## src/rtl/synth_dsp_pkg.sv

```systemverilog
// Shared constants and types for the float-to-int16 conversion path.
package synth_dsp_pkg;

    // IEEE-754 single-precision field positions
    localparam int FLT_SIGN   = 31;
    localparam int FLT_EXP_HI = 30;
    localparam int FLT_EXP_LO = 23;
    localparam int FLT_MAN_W  = 23;

    // Biased exponent of 1.0, and the first exponent whose magnitude needs 16+ bits
    localparam logic [7:0] EXP_ONE = 8'd127;
    localparam logic [7:0] EXP_SAT = 8'd142;

    // Symmetric saturation limit; -32768 is never produced
    localparam logic [15:0] S16_MAX = 16'd32767;

    typedef enum logic [1:0] {
        FCA_IDLE = 2'd0,
        FCA_CALC = 2'd1,
        FCA_RESP = 2'd2
    } fca_state_t;

endpackage

```

## src/rtl/float_to_s16_core.sv

```systemverilog
// Registered float32 -> saturated signed 16-bit conversion.
// The result updates one cycle after load and holds until the next load.
module float_to_s16_core
    import synth_dsp_pkg::*;
(
    input  logic               clk,
    input  logic               reset,
    input  logic               load,
    input  logic [31:0]        din,
    output logic signed [15:0] dout,
    output logic               sat
);

    logic        sign;
    logic [7:0]  expo;
    logic [23:0] man;
    logic [4:0]  shamt;
    logic [15:0] mag;
    logic        sat_conv;

    logic [15:0] dout_d, dout_q;
    logic        sat_d, sat_q;

    // Field extraction, truncating barrel shift and clamp; capture only on load
    always_comb begin
        sign     = din[FLT_SIGN];
        expo     = din[FLT_EXP_HI:FLT_EXP_LO];
        man      = {1'b1, din[FLT_MAN_W-1:0]};
        shamt    = '0;
        mag      = '0;
        sat_conv = 1'b0;
        if (expo >= EXP_SAT) begin
            mag      = S16_MAX;
            sat_conv = 1'b1;
        end else if (expo >= EXP_ONE) begin
            // exponent 127..141 maps to a right shift of 23..9
            shamt = 5'(8'd150 - expo);
            mag   = {1'b0, 15'(man >> shamt)};
        end

        dout_d = dout_q;
        sat_d  = sat_q;
        if (load) begin
            dout_d = sign ? (16'd0 - mag) : mag;
            sat_d  = sat_conv;
        end
    end

    // Result registers
    always_ff @(posedge clk) begin
        if (reset) begin
            dout_q <= '0;
            sat_q  <= 1'b0;
        end else begin
            dout_q <= dout_d;
            sat_q  <= sat_d;
        end
    end

    assign dout = dout_q;
    assign sat  = sat_q;

endmodule

```

## src/rtl/float_conv_arbiter.sv

```systemverilog
// Round-robin sharing of one float->int16 conversion core between NUM_REQ
// requesters, with a valid/ready response port carrying the requester index.
//
//   state    | meaning
//   ---------+------------------------------------------------------------
//   IDLE     | waiting for any req_valid; grant, capture operand and index
//   CALC     | core registers the conversion of the captured operand
//   RESP     | result presented on resp_*; leave when resp_ready is high
module float_conv_arbiter
    import synth_dsp_pkg::*;
#(
    parameter int NUM_REQ = 4,
    parameter int ID_W    = 2
) (
    input  logic                  clk,
    input  logic                  reset,
    input  logic [NUM_REQ-1:0]    req_valid,
    input  logic [NUM_REQ*32-1:0] req_float,
    output logic [NUM_REQ-1:0]    req_ready,
    output logic                  resp_valid,
    input  logic                  resp_ready,
    output logic [ID_W-1:0]       resp_id,
    output logic signed [15:0]    resp_data,
    output logic                  resp_sat,
    output logic                  busy
);

    fca_state_t      state_q, state_d;
    logic [ID_W-1:0] rr_ptr_q, rr_ptr_d;
    logic [ID_W-1:0] id_q, id_d;
    logic [31:0]     op_q, op_d;

    logic            any_valid;
    logic            upper_found;
    logic [ID_W-1:0] low_id;
    logic [ID_W-1:0] upper_id;
    logic [ID_W-1:0] pick_id;
    logic [31:0]     pick_float;
    logic            grant;
    logic            core_load;

    // Round-robin pick: lowest valid index at or above rr_ptr, else lowest valid overall
    always_comb begin
        any_valid   = 1'b0;
        upper_found = 1'b0;
        low_id      = '0;
        upper_id    = '0;
        for (int i = NUM_REQ - 1; i >= 0; i--) begin
            if (req_valid[i]) begin
                any_valid = 1'b1;
                low_id    = ID_W'(i);
                if (ID_W'(i) >= rr_ptr_q) begin
                    upper_found = 1'b1;
                    upper_id    = ID_W'(i);
                end
            end
        end
        pick_id = upper_found ? upper_id : low_id;
    end

    // Operand select for the picked requester
    always_comb begin
        pick_float = '0;
        for (int i = 0; i < NUM_REQ; i++) begin
            if (ID_W'(i) == pick_id) begin
                pick_float = req_float[i*32 +: 32];
            end
        end
    end

    // Next-state, capture and pointer update
    always_comb begin
        state_d   = state_q;
        rr_ptr_d  = rr_ptr_q;
        id_d      = id_q;
        op_d      = op_q;
        grant     = 1'b0;
        core_load = 1'b0;
        case (state_q)
            FCA_IDLE: begin
                if (any_valid) begin
                    grant   = 1'b1;
                    id_d    = pick_id;
                    op_d    = pick_float;
                    state_d = FCA_CALC;
                end
            end
            FCA_CALC: begin
                core_load = 1'b1;
                state_d   = FCA_RESP;
            end
            FCA_RESP: begin
                if (resp_ready) begin
                    // pointer moves only on acceptance, so a stalled response holds priority
                    rr_ptr_d = (id_q == ID_W'(NUM_REQ - 1)) ? '0 : id_q + ID_W'(1);
                    state_d  = FCA_IDLE;
                end
            end
            default: begin
                state_d = FCA_IDLE;
            end
        endcase
    end

    // State, pointer and capture registers
    always_ff @(posedge clk) begin
        if (reset) begin
            state_q  <= FCA_IDLE;
            rr_ptr_q <= '0;
            id_q     <= '0;
            op_q     <= '0;
        end else begin
            state_q  <= state_d;
            rr_ptr_q <= rr_ptr_d;
            id_q     <= id_d;
            op_q     <= op_d;
        end
    end

    float_to_s16_core u_core (
        .clk   (clk),
        .reset (reset),
        .load  (core_load),
        .din   (op_q),
        .dout  (resp_data),
        .sat   (resp_sat)
    );

    // The grant pulse is suppressed in a reset cycle since the capture is discarded
    assign req_ready  = (grant && !reset) ? (NUM_REQ'(1) << pick_id) : '0;
    assign resp_valid = (state_q == FCA_RESP);
    assign resp_id    = id_q;
    assign busy       = (state_q != FCA_IDLE);

endmodule
```

## config.mk

```make
export PLATFORM = sky130hd
export DESIGN_NAME = float_conv_arbiter
export DESIGN_NICKNAME = d
export VERILOG_FILES = /design/src/rtl/synth_dsp_pkg.sv /design/src/rtl/float_to_s16_core.sv /design/src/rtl/float_conv_arbiter.sv
export SDC_FILE = /design/constraint.sdc
export NUM_CORES = 1
export LEC_CHECK = 0
export CAP_MARGIN = 20
export CORE_MARGIN = 4
export CORE_UTILIZATION = 35
export CTS_CLUSTER_DIAMETER = 50
export DETAILED_ROUTE_END_ITERATION = 6
export MAX_ROUTING_LAYER = met4
export PLACE_DENSITY = 0.76
export SLEW_MARGIN = 20
export SYNTH_ARGS = -nofsm -noshare
export SYNTH_HDL_FRONTEND = slang
export SYNTH_HIERARCHICAL = 1
export SYNTH_SLANG_ARGS = --single-unit
```

## constraint.sdc

```tcl
create_clock -name clk -period 4.55 [get_ports clk]
set_clock_uncertainty 0.05 [all_clocks]
set_input_delay 0.6825 -clock clk [delete_from_list [all_inputs] [get_ports clk]]
set_output_delay 0.6825 -clock clk [all_outputs]
set_load 0.005 [all_outputs]
```

==> summary.md <==
| Metric | Value |
|---|---|
| Number of CTS-inserted buffers | `5` |
| Row Count | `42` |
| Count of input and output buffers | `159` |
| Remaining Overflow, GRT | `0` |
| Final critical path time including I/O delays and setup | `4.13 ns` |
| Vias | `4570` |
| Number of sinks on the clock net | `55` |
| Routed wirelength normalized by instance count | `16.9 um` |
| Synthesized netlist cell count | `523` |
| Syn Nets | `662` |
| Largest net degree at the start of global routing | `50` |
| Count of antenna-violating nets left after detailed routing | `0` |
| Final count of hold timing violations | `0` |
| Unrepaired setup endpoints after global routing | `false` |
| Final setup violation count | `0` |
| Width of the die | `125 um` |
| Antenna violations before repair | `0` |
| Hold wc startpoint | `u_core/dout[6]` |
| Post-route worst hold slack | `0.408 ns` |
| Share of the core filled with cells | `0.493` |
| Seq cells post-synth | `55` |
| CTS Hold Bufs | `0` |
| Total placed instance area | `6380 um2` |
| Leakage Power | `2.49 nW` |
| Worst Setup Start Kind | `flip-flop` |
| Wire length of the first global-routing pass | `23.4 mm` |
| Pwr dens | `302 nW/um2` |
| Number of warnings printed during yosys synthesis | `6` |
| Dpl hpwl | `11.6 mm` |
| # IOs | `160` |
| Number of buffers inserted to repair setup after CTS | `0` |
| Share of layout cells above drive strength 1 | `0.0967` |
| Reg2Reg Depth | `13` |
| Standard cell with the maximum stage delay on the critical path | `sky130_fd_sc_hd__or4_4` |
| Routed via count divided by cell count | `5.45` |
| Slack of the critical path | `0.424 ns` |
| Post-detailed-routing wire length | `14.2 mm` |
| Cell-internal power | `1.28 mW` |
| Final Net Count | `801` |
| Required time at the endpoint of the critical path | `4.72 ns` |
| Aggregate negative setup slack | `0 ns` |
| Category of the most critical setup path | `flip-flop to flip-flop` |
| Via count of the first global-routing pass | `4707` |
| Starting density of the core | `0.359` |
| Minimum setup slack among reg-to-reg paths | `0.42 ns` |
| Switching component of the power | `0.702 mW` |
| Synthesized area | `4770 um2` |
| Overall routing resource usage | `0.182` |
| Post-synthesis sequential area ratio | `0.231` |
| Pre-CTS setup slack | `0.472 ns` |
| Number of enable-type register cells in the synthesized netlist | `0` |
| End point of the worst hold path | `u_core/dout[6]` |
| Maximum ir drop on the vdd rail | `0.208 mV` |
| Pin slew with the least headroom to its limit | `0.762 ns` |
| Clock transition time at the flip-flop clock pins of the worst setup and hold paths | `0.07 ns` |
| Switching Fraction | `0.355` |
| Worst hold path stage count | `2` |
| Max Cap Violations | `0` |
| Number of H-tree levels | `2` |
| Final design area excluding fillers | `6550 um2` |
| Layout area overhead | `37.3%` |
| Root buf cell | `sky130_fd_sc_hd__clkbuf_16` |
| Number of distinct standard cells referenced by the synthesized netlist | `73` |
| CTS tree | `yes` |
| Path category of the worst min-delay check | `flip-flop to flip-flop` |
| Detailed router's first-iteration violation count | `217` |
| Clock latency of the later-clocked register in the worst-skew pair | `0.29 ns` |
| Critical Path Fanout Max | `16` |
| CTS Buffer Depth | `2` |
| Maximum frequency from static timing analysis | `242 MHz` |
| Portion of the clock cycle consumed by the worst path in the final layout | `0.907` |
| Count of antenna diodes in the layout | `0` |
| Fraction of synthesis flops using an asynchronous set or reset pin | `0` |
| Result of the run | `completed` |
| Worst path arrival time | `4.29 ns` |
| Die area | `15600 um2` |
| Logic pwr share | `0.480` |
| Post-cts gate resize count | `0` |
| Reg2Reg Capture Point | `u_core/dout[14]` |
| Launching point of the worst reg2reg path | `op_q[24]` |
| Endpoint type of the worst setup path | `flip-flop` |
| Number of pins exceeding their max-slew limit in the final report | `0` |
| Area of the core | `13300 um2` |
| Register share of total power | `0.306` |
| Dominant register cell in the synthesized netlist | `sky130_fd_sc_hd__dfxtp_1` |
| Initial DRT Pass Iterations | `5` |
| Die Y-Extent | `125 um` |
| DRC violation count after routing | `0` |
| Synthesized area divided by synthesized cell count | `9.12 um2` |
| Crit-path cells | `ha_1, buf_4, mux2i_1, mux2_2, mux2i_1, a211oi_1, or2_2, ha_1, inv_1, or4_4, nor4b_2, mux2_1, o22ai_1` |
| Largest stage delay, worst path | `0.57 ns` |
| Remaining max-slew budget at the tightest pin | `0.491` |
| GPL Wtd Cong | `0.941` |
| Clock share of power | `0.214` |
-- worst max-delay path by stage --
stage	startpoint	to	slack, ns	depth (start not counted)
global route	op_q[24]	u_core/dout[14]	0.15	13
floorplan	op_q[23]	u_core/dout[14]	0.36	17
global placement	op_q[23]	u_core/dout[14]	0.59	13
detailed placement	op_q[24]	u_core/dout[14]	0.47	13
CTS	op_q[24]	u_core/dout[14]	0.45	13
finish	op_q[24]	u_core/dout[14]	0.42	13
-- per-stage QoR --
| stage | total power [mW] | instances |
|---|---|---|
| 2_1_floorplan | 1.26 | 523 |
| 3_3_place_gp | 1.54 | 831 |
| 3_5_place_dp | 1.56 | 831 |
| 4_1_cts | 1.99 | 838 |
| 5_1_grt | 2.11 | 838 |
| 6_report | 1.98 | 838 |
-- worst max-delay path, delay by kind of cell (launching register included) --
family / cells / cell delay (ns)
AO/OA/AOI/OAI: 2 / 0.55
adder cells (fa/ha/maj): 2 / 0.64
buffers and inverters: 2 / 0.38
flip-flops: 1 / 0.37
multiplexers: 4 / 0.95
AND/OR/NAND/NOR: 3 / 1.09
-- registers in the layout, summed over array words and instances (netlist names) --
register     count
op_q            32
resp_id          2
u_core/dout     16
u_core/sat       1
state_q          2
rr_ptr_q         2
-- power by group through the flow --
stage               Clock, mW  Combinational [mW]  Sequential, mW
detailed placement          0               0.941           0.617
floorplan                   0               0.676           0.588
global route            0.458                1.03           0.617
CTS                     0.434               0.945           0.606
global placement            0               0.924           0.614
finish                  0.424               0.949           0.605
-- metal layers --
layer	routed length [um]	global-route usage	vias to the layer above
li1	-	-	2258
met1	6240	0.231	2140
met2	6990	0.307	164
met3	829	0.0296	8
met4	116	0.0342	0
met5	0	-	-
-- kinds of logic after synthesis --
family,after synthesis,share of synthesized area
xor+xnor,11,0.0296
simple gates,152,0.156
fa+ha+maj,4,0.0105
compound gates,124,0.207
flops,55,0.231
mux,126,0.294
buf+inv,51,0.0724
-- cell usage after synthesis, drive strengths merged (4+ instances only) --
| cell | number | area [um2] |
|---|---|---|
| mux2i | 98 | 981 |
| dfxtp | 55 | 1100 |
| nand2 | 50 | 195 |
| nor2 | 40 | 150 |
| o221ai | 35 | 344 |
| a21oi | 24 | 143 |
| buf | 22 | 223 |
| mux2 | 20 | 233 |
| clkbuf | 19 | 85.1 |
| nand3 | 13 | 75.1 |
| o21ai | 13 | 65.1 |
| nor3 | 11 | 55.1 |
| inv | 10 | 37.5 |
| mux4 | 8 | 188 |
| nor2b | 8 | 50.1 |
| a211oi | 7 | 52.6 |
| o211ai | 7 | 52.6 |
| xor2 | 7 | 80.1 |
| and2 | 5 | 32.5 |
| or4 | 5 | 45.0 |
| ha | 4 | 50.1 |
| nand2b | 4 | 25.0 |
| nand4 | 4 | 25.0 |
| xnor2 | 4 | 61.3 |
-- cell usage in the layout, fill, tap and decap left out, types with 3 or more instances in the layout --
| cell type | count |
|---|---|
| sky130_fd_sc_hd__and2_1 | 4 |
| sky130_fd_sc_hd__a211o_1 | 3 |
| sky130_fd_sc_hd__or4_1 | 3 |
| sky130_fd_sc_hd__nand3_1 | 11 |
| sky130_fd_sc_hd__or3_1 | 3 |
| sky130_fd_sc_hd__nand4_1 | 4 |
| sky130_fd_sc_hd__clkbuf_16 | 5 |
| sky130_fd_sc_hd__o21ai_0 | 13 |
| sky130_fd_sc_hd__mux4_2 | 6 |
| sky130_fd_sc_hd__nand2b_1 | 4 |
| sky130_fd_sc_hd__mux2_1 | 8 |
| sky130_fd_sc_hd__inv_1 | 10 |
| sky130_fd_sc_hd__clkdlybuf4s50_1 | 159 |
| sky130_fd_sc_hd__a21oi_1 | 22 |
| sky130_fd_sc_hd__a31oi_1 | 3 |
| sky130_fd_sc_hd__nor2b_1 | 7 |
| sky130_fd_sc_hd__a211oi_1 | 7 |
| sky130_fd_sc_hd__ha_1 | 4 |
| sky130_fd_sc_hd__o21bai_1 | 3 |
| sky130_fd_sc_hd__dfxtp_1 | 55 |
| sky130_fd_sc_hd__o211ai_1 | 7 |
| sky130_fd_sc_hd__xor2_1 | 6 |
| sky130_fd_sc_hd__mux2i_1 | 98 |
| sky130_fd_sc_hd__a21boi_0 | 3 |
| sky130_fd_sc_hd__o221ai_1 | 29 |
| sky130_fd_sc_hd__o22ai_1 | 3 |
| sky130_fd_sc_hd__nor3_1 | 11 |
| sky130_fd_sc_hd__nor2_1 | 40 |
| sky130_fd_sc_hd__o221ai_2 | 6 |
| sky130_fd_sc_hd__nand2_1 | 49 |
| sky130_fd_sc_hd__buf_4 | 14 |
| sky130_fd_sc_hd__mux2_2 | 10 |
-- cell type report --
cell class	count	area, um2
Sequential cell	55	1100
Timing Repair Buffer	173	1700
Tap cell	176	220
Fill cell	1262	6740
Clock buffer	5	125
Clock inverter	2	37.5
Multi-Input combinational cell	417	3330
Inverter	10	37.5
Note: power is estimated with default switching activity, not from simulation.
